===== config.mk =====
export PLATFORM = sky130hd
export DESIGN_NAME = uart_rx
export DESIGN_NICKNAME = d
export VERILOG_FILES = /design/src/rtl/uart_pkg.sv /design/src/rtl/sync_2ff.sv /design/src/rtl/uart_rx.sv
export SDC_FILE = /design/constraint.sdc
export NUM_CORES = 1
export LEC_CHECK = 0
export BUFFER_PORTS_ARGS = -buffer_cell sky130_fd_sc_hd__buf_2
export CAP_MARGIN = 5
export CORE_UTILIZATION = 45
export CTS_BUF_LIST = sky130_fd_sc_hd__clkbuf_16
export CTS_CLUSTER_SIZE = 40
export DETAILED_ROUTE_END_ITERATION = 16
export PLACE_DENSITY_LB_ADDON = 0.08
export SLEW_MARGIN = 20
export SYNTH_ARGS = -nofsm -noshare
export SYNTH_HDL_FRONTEND = slang
export SYNTH_SLANG_ARGS = --single-unit

===== constraint.sdc =====
create_clock -name clk -period 4.4 [get_ports clk]
set_input_delay 0.66 -clock clk [delete_from_list [all_inputs] [get_ports clk]]
set_output_delay 0.66 -clock clk [all_outputs]
set_load 0.02 [all_outputs]

===== src/rtl/uart_pkg.sv =====
`default_nettype none
// ============================================================================
// Module      : uart_pkg
// Description : Shared UART definitions: default frame geometry (common to
//               uart_tx and uart_rx) and the receiver state encoding.
// Revision    : 1.0 - initial release
// ============================================================================
package uart_pkg;

    // Default frame geometry, shared by uart_tx and uart_rx.
    localparam int c_d_w_default    = 8;
    localparam int c_b_tick_default = 16;

    // Receiver states, explicit 2-bit encoding.
    typedef enum logic [1:0] {
        IDLE  = 2'd0,
        START = 2'd1,
        DATA  = 2'd2,
        STOP  = 2'd3
    } rx_state_t;

endpackage : uart_pkg
`default_nettype wire


===== src/rtl/sync_2ff.sv =====
`default_nettype none
// ============================================================================
// Module      : sync_2ff
// Description : Two-flop synchronizer for a single asynchronous input.
//               Both flops load RST_VAL on reset so the synchronized output
//               shows the input's inactive level straight out of reset.
// Ports       : clk      - destination clock
//               rst      - asynchronous active-high reset
//               i_async  - asynchronous input
//               o_sync   - input synchronized to clk (2 clk latency)
// Revision    : 1.0 - initial release
// ============================================================================
module sync_2ff #(
    parameter logic RST_VAL = 1'b1
) (
    input  logic clk,
    input  logic rst,
    input  logic i_async,
    output logic o_sync
);

    logic r_meta;
    logic r_sync;

    always_ff @(posedge clk or posedge rst) begin
        if (rst) begin
            r_meta <= RST_VAL;
            r_sync <= RST_VAL;
        end else begin
            r_meta <= i_async;
            r_sync <= r_meta;
        end
    end

    assign o_sync = r_sync;

endmodule : sync_2ff
`default_nettype wire


===== src/rtl/uart_rx.sv =====
`default_nettype none
// ============================================================================
// Module      : uart_rx
// Description : UART receiver. 1 start bit, D_W data bits LSB first, 1 stop
//               bit, oversampled at B_TICK baud ticks per bit and sampled
//               mid-bit. Each frame is presented with a one-cycle rx_done
//               strobe and a framing-error flag (stop bit sampled low).
// Ports       : clk         - system clock
//               rst         - asynchronous active-high reset
//               baud_clk    - one-clk tick from baud_gen, B_TICK per bit
//               rx_data     - serial line, idle high, asynchronous to clk
//               baud_en     - enable request to the local baud_gen
//               output_data - last received byte (held until next rx_done)
//               rx_done     - one-cycle strobe, output_data valid
//               frame_err   - stop bit of the last frame sampled low
// Revision    : 1.0 - initial release
// ============================================================================
module uart_rx
    import uart_pkg::*;
#(
    parameter int D_W    = c_d_w_default,
    parameter int B_TICK = c_b_tick_default
) (
    input  logic           clk,
    input  logic           rst,
    input  logic           baud_clk,
    input  logic           rx_data,
    output logic           baud_en,
    output logic [D_W-1:0] output_data,
    output logic           rx_done,
    output logic           frame_err
);

    localparam int c_s_w = (B_TICK > 1) ? $clog2(B_TICK) : 1;
    localparam int c_n_w = (D_W > 1)    ? $clog2(D_W)    : 1;

    // Tick counts at which the FSM acts: mid start bit, then one full bit
    // period for every subsequent sample.
    localparam logic [c_s_w-1:0] c_s_half = c_s_w'(B_TICK / 2 - 1);
    localparam logic [c_s_w-1:0] c_s_last = c_s_w'(B_TICK - 1);
    localparam logic [c_n_w-1:0] c_n_last = c_n_w'(D_W - 1);
    localparam logic [c_s_w-1:0] c_s_one  = c_s_w'(1);
    localparam logic [c_n_w-1:0] c_n_one  = c_n_w'(1);

    logic w_rx_s;

    rx_state_t        r_state, w_state_nx;
    logic [c_s_w-1:0] r_s,     w_s_nx;
    logic [c_n_w-1:0] r_n,     w_n_nx;
    logic [D_W-1:0]   r_shreg, w_shreg_nx;
    logic [D_W-1:0]   r_data,  w_data_nx;
    logic             r_ferr,  w_ferr_nx;
    logic             r_done,  w_done_nx;

    sync_2ff #(
        .RST_VAL (1'b1)
    ) u_sync_rx (
        .clk     (clk),
        .rst     (rst),
        .i_async (rx_data),
        .o_sync  (w_rx_s)
    );

    always_ff @(posedge clk or posedge rst) begin
        if (rst) begin
            r_state <= IDLE;
            r_s     <= '0;
            r_n     <= '0;
            r_shreg <= '0;
            r_data  <= '0;
            r_ferr  <= 1'b0;
            r_done  <= 1'b0;
        end else begin
            r_state <= w_state_nx;
            r_s     <= w_s_nx;
            r_n     <= w_n_nx;
            r_shreg <= w_shreg_nx;
            r_data  <= w_data_nx;
            r_ferr  <= w_ferr_nx;
            r_done  <= w_done_nx;
        end
    end

    always_comb begin
        w_state_nx = r_state;
        w_s_nx     = r_s;
        w_n_nx     = r_n;
        w_shreg_nx = r_shreg;
        w_data_nx  = r_data;
        w_ferr_nx  = r_ferr;
        w_done_nx  = 1'b0;

        case (r_state)
            IDLE: begin
                // Ticks are ignored here; only a low line starts a frame.
                w_s_nx = '0;
                w_n_nx = '0;
                if (!w_rx_s) begin
                    w_state_nx = START;
                end
            end

            START: begin
                if (baud_clk) begin
                    if (r_s == c_s_half) begin
                        w_s_nx = '0;
                        // Line back high at mid start bit: glitch, drop it
                        // without touching the delivered outputs.
                        w_state_nx = w_rx_s ? IDLE : DATA;
                    end else begin
                        w_s_nx = r_s + c_s_one;
                    end
                end
            end

            DATA: begin
                if (baud_clk) begin
                    if (r_s == c_s_last) begin
                        w_s_nx     = '0;
                        w_shreg_nx = {w_rx_s, r_shreg[D_W-1:1]};
                        if (r_n == c_n_last) begin
                            w_n_nx     = '0;
                            w_state_nx = STOP;
                        end else begin
                            w_n_nx = r_n + c_n_one;
                        end
                    end else begin
                        w_s_nx = r_s + c_s_one;
                    end
                end
            end

            STOP: begin
                if (baud_clk) begin
                    if (r_s == c_s_last) begin
                        // A bad stop bit still delivers the byte, flagged.
                        w_s_nx     = '0;
                        w_data_nx  = r_shreg;
                        w_ferr_nx  = ~w_rx_s;
                        w_done_nx  = 1'b1;
                        w_state_nx = IDLE;
                    end else begin
                        w_s_nx = r_s + c_s_one;
                    end
                end
            end

            default: begin
                w_state_nx = IDLE;
            end
        endcase
    end

    // Decoded from the state register so baud_en rises the cycle after the
    // start edge is seen and falls the cycle the FSM is back in IDLE.
    assign baud_en     = (r_state != IDLE);
    assign output_data = r_data;
    assign rx_done     = r_done;
    assign frame_err   = r_ferr;

endmodule : uart_rx
`default_nettype wire


# After elaboration in Yosys (flattened, before gate mapping)
# Cells that the tools add are included.
[totals] regBits=29 inputBits=4 output_inout_bits=11 elab_cells=58
[op_classes] add_sub_neg=2 eq_ne=15 mux=22 bitwise=1 reduce_logical=9
[op_table] cell="$mux 2" count=9
[op_table] cell="$mux 4" count=4
[op_table] cell="$ne 2x2->1 const B" count=8
[op_table] cell="$pmux 4 s3" count=1
[op_table] cell="$mux 3" count=3
[op_table] cell="$reduce_and 3->1" count=3
[op_table] cell="$pmux 2 s4" count=1
[op_table] cell="$reduce_and 8->1" count=1
[op_table] cell="$pmux 3 s2" count=1
[op_table] cell="$add 4x1->4 const B" count=1
[op_table] cell="$eq 2x2->1 const B" count=2
[op_table] cell="$eq 4x3->1 const B" count=1
[op_table] cell="$eq 4x4->1 const B" count=1
[op_table] cell="$reduce_bool 2->1" count=2
[op_table] cell="$add 3x1->3 const B" count=1
[op_table] cell="$eq 3x3->1 const B" count=1
[op_table] cell="$mux 1" count=3
[op_table] cell="$eq 2x1->1 const B" count=1
[op_table] cell="$logic_not 2->1" count=1
[op_table] cell="$ne 2x1->1 const B" count=1
[op_table] cell="$reduce_and 2->1" count=1
[op_table] cell="$reduce_or 2->1" count=1
[op_table] cell="$not 1->1" count=1

# Longest topological paths before layout
# Gate-level depths: netlist of the first run.
[depth] word_depth=5 mapped_depth=5 depth_no_buf=5

# Modules after synthesis
# Synthesis of the first run repeated with hierarchy kept, for this count alone.
[unflattened] hier_cells=104 hier_area_um2=1302.5
[by_module_without_submodules] module="uart_rx" n_inst=1 cells_per_inst=101 area_each_um2=1246.2 seq_area_each_um2=675.6
[by_module_without_submodules] module="sync_2ff" n_inst=1 cells_per_inst=3 area_each_um2=56.3 seq_area_each_um2=52.6

# Least setup slack after synthesis of the first run
# No wires, ideal clock.
[synth_path] path_type="input to register" start="input baud_clk" end="register r_shreg[0]" setup_ps=125 arrival_time_ps=1658 required_ps=4275 slack_ps=2618 cell_stages=4 path_buffers=1 path_cell_list="clkbuf_2 > nand4_4 > nor3_4 > mux2_2"
[synth_via] elab_chain_len=1
[synth_lines] item="start, declared" line_no="uart_rx.sv:26" source="input logic baud_clk,"
[synth_lines] item="$reduce_and 3->1 (no line)"
[synth_lines] item="end signal, assigned" line_no="uart_rx.sv:77" source="r_shreg <= w_shreg_nx;"
[synth_lines] item="end, declared" line_no="uart_rx.sv:50" source="logic [D_W-1:0] r_shreg, w_shreg_nx;"
# Every way passes these cells.
# A chain may end at the register's enable or synchronous reset.

# Final worst setup path of the first run
[layout_path] start="register r_state[0]" end="output baud_en"
[layout_via] elab_chain_len=1
[layout_lines] item="start, declared" line_no="uart_rx.sv:47" source="rx_state_t r_state, w_state_nx;"
[layout_lines] item="start signal, assigned" line_no="uart_rx.sv:74" source="r_state <= w_state_nx;"
[layout_lines] item="$reduce_bool 2->1" line_no="uart_rx.sv:156" source="assign baud_en = (r_state != IDLE);"
[layout_lines] item="end, declared" line_no="uart_rx.sv:28" source="output logic baud_en,"
# Every way passes these cells.

==> out/metrics.yaml, run 1 <==
pwr_density_cell_mw_per_mm2: 565
grt_overflow: 0
reg2reg_from: "r_s[0]$_DFFE_PP0P_"
synth_nets: 106
cts-root-buf: "clkbuf_16"
grt_pass1_vias: 851
cts_tree: "yes"
min-delay-start: "u_sync_rx.r_meta$_DFF_PP1_"
worst_r2r_path_depth: 4
critical_path_required_ps: 3740
drc_errors: 0
initial_core_util: 0.497
io_buffers: 14
maxSlewViolCount: 0
hold_class: "flip-flop to flip-flop"
fin_nets: 123
hold-worst-slack_ps: 355
wire_per_inst_um: 14.0
firstDrtPassIters: 4
totalNegativeSetupSlack_ps: 0
antenna_found_initial: 0
area_growth_pct: 19.8
dp_hpwl_mm: 1.45
r2r-end: "r_shreg[6]$_DFFE_PP0P_"
worstPathCellList: "nor2_1 -> inv_1 -> buf_2"
place_congestion: 0.726
drt-initial-drc-count: 12
ys_seq_elements: 29
netlist_instances: 99
crit_type: "flip-flop to output port"
via_count: 786
ys_types: 28
crit_path_max_fanout: 15
hold_end: "u_sync_rx.o_sync$_DFF_PP1_"
finalClockSkew_ps: 2.46
clockBufferDepth: 2
worstPathArrival_ps: 1300
cp-end-kind: "output port"
status: "finished clean"
crit_family: "flip-flops"
htreeDepth: 2
routed_wl_mm: 2.05
grt_start_max_net_pins: 30
postRouteAntennaNets: 0
min_period_ps: 1960
fmax_ghz: 0.510
critPathLaunchType: "flip-flop"
maxCapViolCount: 0
ir_drop_mv: 0.404
dp_slack_ps: 2490
die_w_um: 55.2
cts_resized: 0
fin_ws_ps: 2440
antennaDiodeCount: 0
clock-sinks: 29
syn_area_mm2: 0.00127
max-slew-margin-rel: 0.616
min_path_cells: 0
worst_slew_pin_slew_ps: 576
fin_crit_sh: 0.445
p_leak_nw: 0.769
die_y_um: 55.2
cp_num_buf_inv: 2
final_layout_size_suffix_gt1_frac: 0.368
cts_buffers: 5
grtUsageTotal: 0.160
yosysSeqAreaShare: 0.571
core_mm2: 0.00257
finalCoreUtilization: 0.595
clk_latency_ps: 270
avgSynthCellArea_um2: 12.9
vias_per_cell: 5.35
dieArea_mm2: 0.00305
io_pins: 15
crit_path_max_incr_delay_ps: 540
postCtsSetupBuffers: 0
yosys_warnings: 0
hold_viol: 0
reg2reg_slack_ps: 2650
row_count: 18
grt_pass1_wl_mm: 3.66
cp_slowest_cell: "dfrtp_1"
rsz0062_at_grt: "no"
path_clk_slew_ps: 50
setup_viol: 0
hold_buffers: 0
## power by group
group          total [mW]  internal, mW  switching (mW)
registers           0.360         0.300          0.0598
clock network       0.365         0.262           0.104
logic               0.137        0.0592          0.0780
total               0.863         0.621           0.242
## kinds of logic after synthesis
| family | share of synthesized area |
|---|---|
| DFF | 0.571 |
| and+or+nand+nor | 0.133 |
| muxes | 0.166 |
| AOI/OAI and AO/OA | 0.0579 |
| buffers and inverters | 0.0285 |
| adders and majority gates | 0.0294 |
| xor gates and xnor gates | 0.0137 |
## synth_stat cells (all sizes together)
cell,n,area (um^2)
buf,1,5.00
nor2,5,26.3
xor2,2,17.5
nand3,3,15.0
o211ai,4,30.0
mux2i,2,20.0
mux2,17,191
or3,1,6.26
dfstp,2,52.6
dfrtp,27,676
ha,3,37.5
inv,5,18.8
and4b,1,10.0
o311ai,1,8.76
a22oi,1,7.51
nand4,3,33.8
nand3b,2,15.0
o31ai,2,15.0
nor3,2,21.3
a31oi,2,12.5
nand2,8,30.0
and3,1,6.26
nand2b,1,6.26
clkbuf,3,12.5
## sequential cells by signal, summed over array words and instances (netlist names), named ones only
signal and flops:
frame_err 1, u_sync_rx.r_meta 1, rx_done 1, r_state 1
r_s 4, u_sync_rx.o_sync 1, r_n 3, output_data 8
r_shreg 8
## routing by layer
metal / up-vias / wire length [um] / global-route usage
li1: 392 / - / -
met2: 13 / 1000 / 0.256
met4: 0 / 24 / 0.0893
met3: 2 / 65 / 0.0656
met5: - / 0 / 0
met1: 379 / 962 / 0.181
## cell usage in the layout (no fill, tap or decap)
master,instances
dfrtp_1,27
mux2_2,17
buf_2,14
nand2_1,8
inv_1,5
clkbuf_16,5
nor2_1,4
o211ai_1,4
nand3_1,3
ha_1,3
nand4_1,2
nand3b_1,2
o31ai_1,2
mux2i_1,2
xor2_1,2
a31oi_1,2
dfstp_2,2
nand4_4,1
nor2_4,1
a22oi_1,1
nor3_4,1
inv_2,1
or3_1,1
o311ai_1,1
and4b_1,1
and3_1,1
nand2b_1,1
nor3_1,1
bufinv_16,1
clkinv_1,1
## worst max-delay path by stage
stage	startpoint	endpoint	slack, ps	cells past startpoint
after CTS	r_state[0]$_DFFE_PP0P_	baud_en	2430	3
after floorplan	baud_clk	r_shreg[0]$_DFFE_PP0P_	2620	4
after global routing	r_state[0]$_DFFE_PP0P_	baud_en	2340	3
final	r_state[0]$_DFFE_PP0P_	baud_en	2440	3
after detailed placement	baud_clk	r_shreg[5]$_DFFE_PP0P_	2490	4
after global placement	baud_clk	r_shreg[6]$_DFFE_PP0P_	2530	4
## cell type report
class / instances / area (um^2)
Clock buffer: 5 / 125
Inverter: 5 / 18.8
Multi-Input combinational cell: 61 / 510
Tap cell: 30 / 37.5
Sequential cell: 29 / 728
Fill cell: 220 / 1040
Clock inverter: 3 / 37.5
Timing Repair Buffer: 14 / 70.1
## stage by stage
stage,instance area (um^2),std cells,power (mW)
floorplan,1270,99,0.468
global placement,1370,139,0.496
detailed placement,1370,139,0.503
CTS,1530,147,0.878
global route,1530,147,0.921
finish,1530,147,0.863
No activity file was read; power rests on OpenSTA's default activity.
==> inputs of run 2 (changes only) <==
==> constraint.sdc (replaced) <==
create_clock -name clk -period 1.9 [get_ports clk]
set_input_delay 0.285 -clock clk [delete_from_list [all_inputs] [get_ports clk]]
set_output_delay 0.285 -clock clk [all_outputs]
set_load 0.02 [all_outputs]
==> out/metrics.yaml, run 2 (synthesized netlist as in run 1, its figures left out) <==
status: "finished clean"  # unchanged
critPathLaunchType: "flip-flop"  # unchanged
hold_class: "input pin to async pin"  # was flip-flop to flip-flop
cp.depth: 4  # was 3
ir_drop_mv: 1.08  # was 0.404 mV
met1_usage: 0.202  # was 0.181
maxCapViolCount: 0  # unchanged
path_clk_slew_ps: 50  # about the same
worstPathCellList: "ha_1 -> nand4_4 -> nor3_4 -> mux2_2"  # was nor2_1 -> inv_1 -> buf_2
setup_viol: 0  # unchanged
grt-busiest-layer: "met2"  # unchanged
firstDrtPassIters: 4  # unchanged
critical_path_required_ps: 2050  # was 3740 ps
io_pins: 15  # unchanged
place_congestion: 0.709  # was 0.726
layout_common_cells: "dfrtp_1, mux2_2, buf_2"  # unchanged
postCtsSetupBuffers: 0  # unchanged
fin_cells: 151  # was 147
antenna_found_initial: 0  # unchanged
fin_nets: 127  # was 123
hold_buffers: 0  # unchanged
drt-initial-drc-count: 15  # was 12
fmax_ghz: 0.575
n_fill_cell: 222  # was 220
cp_num_buf_inv: 0  # was 2
cts_buffers: 5  # unchanged
grt_overflow: 0  # unchanged
crit_family: "simple AND/OR/NAND/NOR gates"  # was flip-flops
grt_pass1_vias: 875  # was 851
cp_slowest_cell: "dfrtp_1"  # unchanged
crit_type: "flip-flop to flip-flop"  # was flip-flop to output port
cts_resized: 0  # unchanged
worst_slew_pin_slew_ps: 402  # was 576 ps
drc_errors: 0  # unchanged
worstPathArrival_ps: 1890  # was 1300 ps
totalNegativeSetupSlack_ps: 0  # unchanged
clk_latency_ps: 270  # about the same
crit_path_max_fanout: 8  # was 15
max-slew-margin-rel: 0.731  # was 0.616
hold_viol: 0  # unchanged
grtUsageTotal: 0.160  # about the same
rsz0062_at_grt: "no"  # unchanged
cp-startpoint: "r_s[0]$_DFFE_PP0P_"  # was r_state[0]$_DFFE_PP0P_
postRouteAntennaNets: 0  # unchanged
cts_tree: "yes"  # unchanged
initial_core_util: 0.497  # unchanged
row_count: 18  # unchanged
core_mm2: 0.00257  # unchanged
die_w_um: 55.2  # unchanged
final_layout_size_suffix_gt1_frac: 0.380  # was 0.368
cp-end-kind: "flip-flop"  # was output port
finalClockSkew_ps: 3.15  # was 2.46 ps
grt_pass1_wl_mm: 3.80  # was 3.66 mm
worst_r2r_path_depth: 4  # unchanged
min_period_ps: 1740
use_met2: 0.253  # was 0.256
place_inst: 143  # was 139
die_y_um: 55.2  # unchanged
fin_area_mm2: 0.00153  # about the same
final_common_cell: "dfrtp_1"  # unchanged
antennaDiodeCount: 0  # unchanged
postPlaceCellArea_mm2: 0.00140  # was 0.00137 mm^2
io_buffers: 14  # unchanged
met3_usage: 0.0703  # was 0.0656
grt_start_max_net_pins: 30  # unchanged
fin_crit_sh: 0.915
dieArea_mm2: 0.00305  # unchanged
cts-root-buf: "clkbuf_16"  # unchanged
pwr_density_cell_mw_per_mm2: 1240  # was 565 mW/mm^2
r2r-end: "r_shreg[6]$_DFFE_PP0P_"  # unchanged
htreeDepth: 2  # unchanged
vias_per_cell: 5.36  # was 5.35
clock-sinks: 29  # unchanged
clockBufferDepth: 2  # unchanged
area_growth_pct: 20.2  # was 19.8%
p_leak_nw: 0.783  # was 0.769 nW
maxSlewViolCount: 0  # unchanged
reg2reg_slack_ps: 160  # was 2650 ps
wire_per_inst_um: 13.8  # was 14.0 um
dp_hpwl_mm: 1.47  # was 1.45 mm
via_count: 810  # was 786
crit_path_max_incr_delay_ps: 390  # was 540 ps
routed_wl_mm: 2.08  # was 2.05 mm
cp-endpoint: "r_shreg[6]$_DFFE_PP0P_"  # was baud_en
reg2reg_from: "r_s[0]$_DFFE_PP0P_"  # unchanged
==> run 2: cell type report <==
type	instances	area [um^2]	share of cell area
inverters	5	18.8	0.0122
clock inverters	3	12.5	0.00816
flip-flops and latches	29	728	0.475
clock buffers	5	125	0.0816
well taps	30	37.5	0.0245
multi-input cells	61	510	0.333
repair buffers	18	100	0.0653
==> run 2: how the worst min path moves through the flow <==
stage	start	to	slack [ps]
after floorplan	rx_data	u_sync_rx.r_meta$_DFF_PP1_	290
after global placement	u_sync_rx.r_meta$_DFF_PP1_	u_sync_rx.o_sync$_DFF_PP1_	350
after detailed placement	u_sync_rx.r_meta$_DFF_PP1_	u_sync_rx.o_sync$_DFF_PP1_	350
after CTS	rst	rx_done$_DFF_PP0_	90
after global routing	rx_data	u_sync_rx.r_meta$_DFF_PP1_	110
final	rst	output_data[2]$_DFFE_PP0P_	80
==> run 2: worst min-delay path: stages <==
cell and delay, ps:
buf_2 90, inv_1 40, buf_4 330
==> run 2: stage by stage <==
| step | worst slack, ps | total power, mW | hold slack (ps) | util |
|---|---|---|---|---|
| 2_1_floorplan | 333 | 1.08 | 289 | - |
| 3_3_place_gp | 218 | 1.19 | 348 | 0.543 |
| 3_5_place_dp | 165 | 1.20 | 354 | 0.543 |
| 4_1_cts | 145 | 1.92 | 94.2 | 0.597 |
| 5_1_grt | 44.5 | 2.02 | 109 | 0.597 |
| 6_report | 161 | 1.90 | 80.0 | 0.597 |
==> run 2: report_power, final <==
group	switching, mW	internal [mW]	total (mW)
Sequential	0.0993	0.697	0.796
Clock	0.235	0.469	0.704
Combinational	0.227	0.168	0.395
Total	0.562	1.33	1.90
==> run 2: routing by layer <==
layer	part of all wire	up-vias	routed length, um
met5	0	-	0
met4	0.011	0	23
met3	0.042	2	88
met2	0.48	12	993
met1	0.47	398	973
li1	-	398	-
==> inputs of run 3 (changes only) <==
--- a/config.mk
+++ b/config.mk
@@ -5,9 +5,12 @@
 export SDC_FILE = /design/constraint.sdc
 export NUM_CORES = 1
 export LEC_CHECK = 0
+export ABC_AREA = 1
 export BUFFER_PORTS_ARGS = -buffer_cell sky130_fd_sc_hd__buf_2
 export CAP_MARGIN = 5
-export CORE_UTILIZATION = 45
+export CELL_PAD_IN_SITES_DETAIL_PLACEMENT = 1
+export CELL_PAD_IN_SITES_GLOBAL_PLACEMENT = 1
+export CORE_UTILIZATION = 44
 export CTS_BUF_LIST = sky130_fd_sc_hd__clkbuf_16
 export CTS_CLUSTER_SIZE = 40
 export DETAILED_ROUTE_END_ITERATION = 16
==> constraint.sdc (replaced) <==
create_clock -name clk -period 1.85 [get_ports clk]
set_input_delay 0.2775 -clock clk [delete_from_list [all_inputs] [get_ports clk]]
set_output_delay 0.2775 -clock clk [all_outputs]
set_load 0.02 [all_outputs]
==> out/metrics.yaml, run 3 <==
status: "finished, violations left"  # was finished clean
violations: "design-rule violations"
grt_overflow: 0  # unchanged
core_mm2: 0.00281  # was 0.00257 mm^2
crit_type: "flip-flop to flip-flop"  # unchanged
ys_seq_elements: 29  # unchanged
synth_most_common_cell: "nand2_1"  # was dfrtp_1
postRouteAntennaNets: 0  # unchanged
routed_wl_mm: 2.73  # was 2.08 mm
syn_area_mm2: 0.00132  # was 0.00127 mm^2
clk_latency_ps: 270  # about the same
io_pins: 15  # unchanged
avgSynthCellArea_um2: 9.87  # was 12.9 um^2
synth_area_leaders: "dfrtp_1, o21ai_2, nand2_1"  # was dfrtp_1, mux2_2, dfstp_2
crit_path_max_incr_delay_ps: 380  # was 390 ps
hold_viol: 0  # unchanged
fin_area_mm2: 0.00158  # was 0.00153 mm^2
max-slew-margin-rel: 0.702  # was 0.731
maxSlewViolCount: 0  # unchanged
crit_family: "simple AND/OR/NAND/NOR gates"  # unchanged
hold_buffers: 0  # unchanged
synth_ff_type: "dfrtp_1"  # unchanged
path_clk_slew_ps: 50  # about the same
worstPathArrival_ps: 1760  # was 1890 ps
fin_nets: 161  # was 127
firstDrtPassIters: 10  # was 4
yosys.area.top_type_share: 0.511  # was 0.530
met3_usage: 0.0760  # was 0.0703
fmax_ghz: 0.616  # was 0.575 GHz
antennaDiodeCount: 0  # unchanged
place_congestion: 0.780  # was 0.709
maxCapViolCount: 0  # unchanged
clock-sinks: 29  # unchanged
initial_core_util: 0.471  # was 0.497
netlist_instances: 134  # was 99
totalNegativeSetupSlack_ps: 0  # unchanged
reg2reg_slack_ps: 230  # was 160 ps
die_y_um: 56.8  # was 55.2 um
grt_start_max_net_pins: 30  # unchanged
min_period_ps: 1620  # was 1740 ps
row_count: 19  # was 18
synth_top_area_cell: "dfrtp_1"  # unchanged
postCtsSetupBuffers: 0  # unchanged
io_buffers: 14  # unchanged
layout_common_cells: "nand2_1, dfrtp_1, inv_1"  # was dfrtp_1, mux2_2, buf_2
yosys-top-cells-count: "nand2_1, dfrtp_1, inv_1"  # was dfrtp_1, mux2_2, nand2_1
cp_slowest_cell: "dfrtp_1"  # unchanged
ir_drop_mv: 0.860  # was 1.08 mV
drc_errors: 2  # was 0
clockBufferDepth: 2  # unchanged
critPathLaunchType: "flip-flop"  # unchanged
critical_path_required_ps: 1990  # was 2050 ps
antenna_found_initial: 0  # unchanged
grtUsageTotal: 0.207  # was 0.160
wire_per_inst_um: 14.7  # was 13.8 um
use_met2: 0.338  # was 0.253
worstPathCellList: "ha_1 -> nand3_1 -> nor2_4 -> nand3_2 -> nand2_1 -> o21ai_2"  # was ha_1 -> nand4_4 -> nor3_4 -> mux2_2
pwr_density_cell_mw_per_mm2: 1290  # was 1240 mW/mm^2
cts_tree: "yes"  # unchanged
setup_viol: 0  # unchanged
dp_hpwl_mm: 1.81  # was 1.47 mm
p_leak_nw: 0.790  # was 0.783 nW
cp-end-kind: "flip-flop"  # unchanged
hold_class: "input pin to async pin"  # unchanged
ys_types: 22  # was 28
grt_pass1_vias: 1050  # was 875
synth_nets: 141  # was 106
vias_per_cell: 5.13  # was 5.36
async_reset_ff_frac: 1.00  # unchanged
synth_edf_count: 0  # unchanged
via_count: 954  # was 810
cts-root-buf: "clkbuf_16"  # unchanged
htreeDepth: 2  # unchanged
final_layout_size_suffix_gt1_frac: 0.323  # was 0.380
crit_path_max_fanout: 18  # was 8
die_w_um: 56.8  # was 55.2 um
grt-busiest-layer: "met2"  # unchanged
rsz0062_at_grt: "no"  # unchanged
fin_crit_sh: 0.877  # was 0.915
met1_usage: 0.248  # was 0.202
dieArea_mm2: 0.00323  # was 0.00305 mm^2
fin_total_pwr_mw: 2.04  # was 1.90 mW
cp_num_buf_inv: 0  # unchanged
area_growth_pct: 19.4  # was 20.2%
postPlaceCellArea_mm2: 0.00142  # was 0.00140 mm^2
cts_buffers: 5  # unchanged
final_common_cell: "nand2_1"  # was dfrtp_1
yosys_warnings: 0  # unchanged
grt_pass1_wl_mm: 4.81  # was 3.80 mm
finalClockSkew_ps: 7.70  # was 3.15 ps
yosysSeqAreaShare: 0.551  # was 0.571
drt-initial-drc-count: 29  # was 15
worst_slew_pin_slew_ps: 447  # was 402 ps
-- run 3: what timing repair did --
| action | 4_1_cts | 5_1_grt |
|---|---|---|
| hold endpoints to repair | 0 | 0 |
| setup endpoints to repair | 0 | 2 |
| resized for setup | 0 | 1 |
-- run 3: path summary, 6_finish.rpt --
kind,start,endpoint,cells after the start
max,r_s[0]$_DFFE_PP0P_,output_data[4]$_DFFE_PP0P_,6
min,rst,output_data[0]$_DFFE_PP0P_,3
max reg2reg,r_s[0]$_DFFE_PP0P_,output_data[4]$_DFFE_PP0P_,6
min reg2reg,u_sync_rx.r_meta$_DFF_PP1_,u_sync_rx.o_sync$_DFF_PP1_,0
max in group asynchronous,rst,u_sync_rx.r_meta$_DFF_PP1_,3
min in group clk,rx_data,u_sync_rx.r_meta$_DFF_PP1_,1
-- run 3: tightest hold or removal path: stages --
cell and delay, ps:
buf_2 100, inv_1 40, buf_4 340
-- run 3: final cells by class --
type / count / area (um^2)
multi-input combinational: 82 / 489
clock buffer: 5 / 125
fill: 324 / 1230
timing repair buffer: 16 / 85.1
sequential: 29 / 728
tap: 31 / 38.8
inverter: 20 / 75.1
clock inverter: 3 / 37.5
-- run 3: report_power, final --
| part | switching (mW) | total (mW) | internal, mW |
|---|---|---|---|
| Sequential | 0.0964 | 0.795 | 0.699 |
| Clock | 0.260 | 0.883 | 0.622 |
| Combinational | 0.245 | 0.366 | 0.121 |
-- run 3: kinds of logic after synthesis --
kind of cell,after synthesis,synth area share
buffers and inverters,23,0.0795
AND/OR/NAND/NOR,54,0.194
AO/OA/AOI/OAI,24,0.141
XOR/XNOR,1,0.00662
adder cells (fa/ha/maj),3,0.0284
flip-flops,29,0.551
-- run 3: layer usage --
| metal | part of all wire | vias up | wire [um] |
|---|---|---|---|
| met5 | 0 | - | 0 |
| met4 | 0.018 | 0 | 49 |
| met3 | 0.038 | 5 | 105 |
| met2 | 0.49 | 12 | 1340 |
| met1 | 0.45 | 471 | 1240 |
| li1 | - | 466 | - |
-- run 3: stage by stage --
step / instances / hold slack (ps) / setup slack, ps / utilization
after detailed placement: 178 / 350 / 267 / 0.505
after global routing: 186 / 102 / 61.2 / 0.563
after CTS: 186 / 77.3 / 182 / 0.563
after global placement: 178 / 350 / 351 / 0.505
after floorplan: 134 / 282 / 524 / -
final: 186 / 69.5 / 228 / 0.563
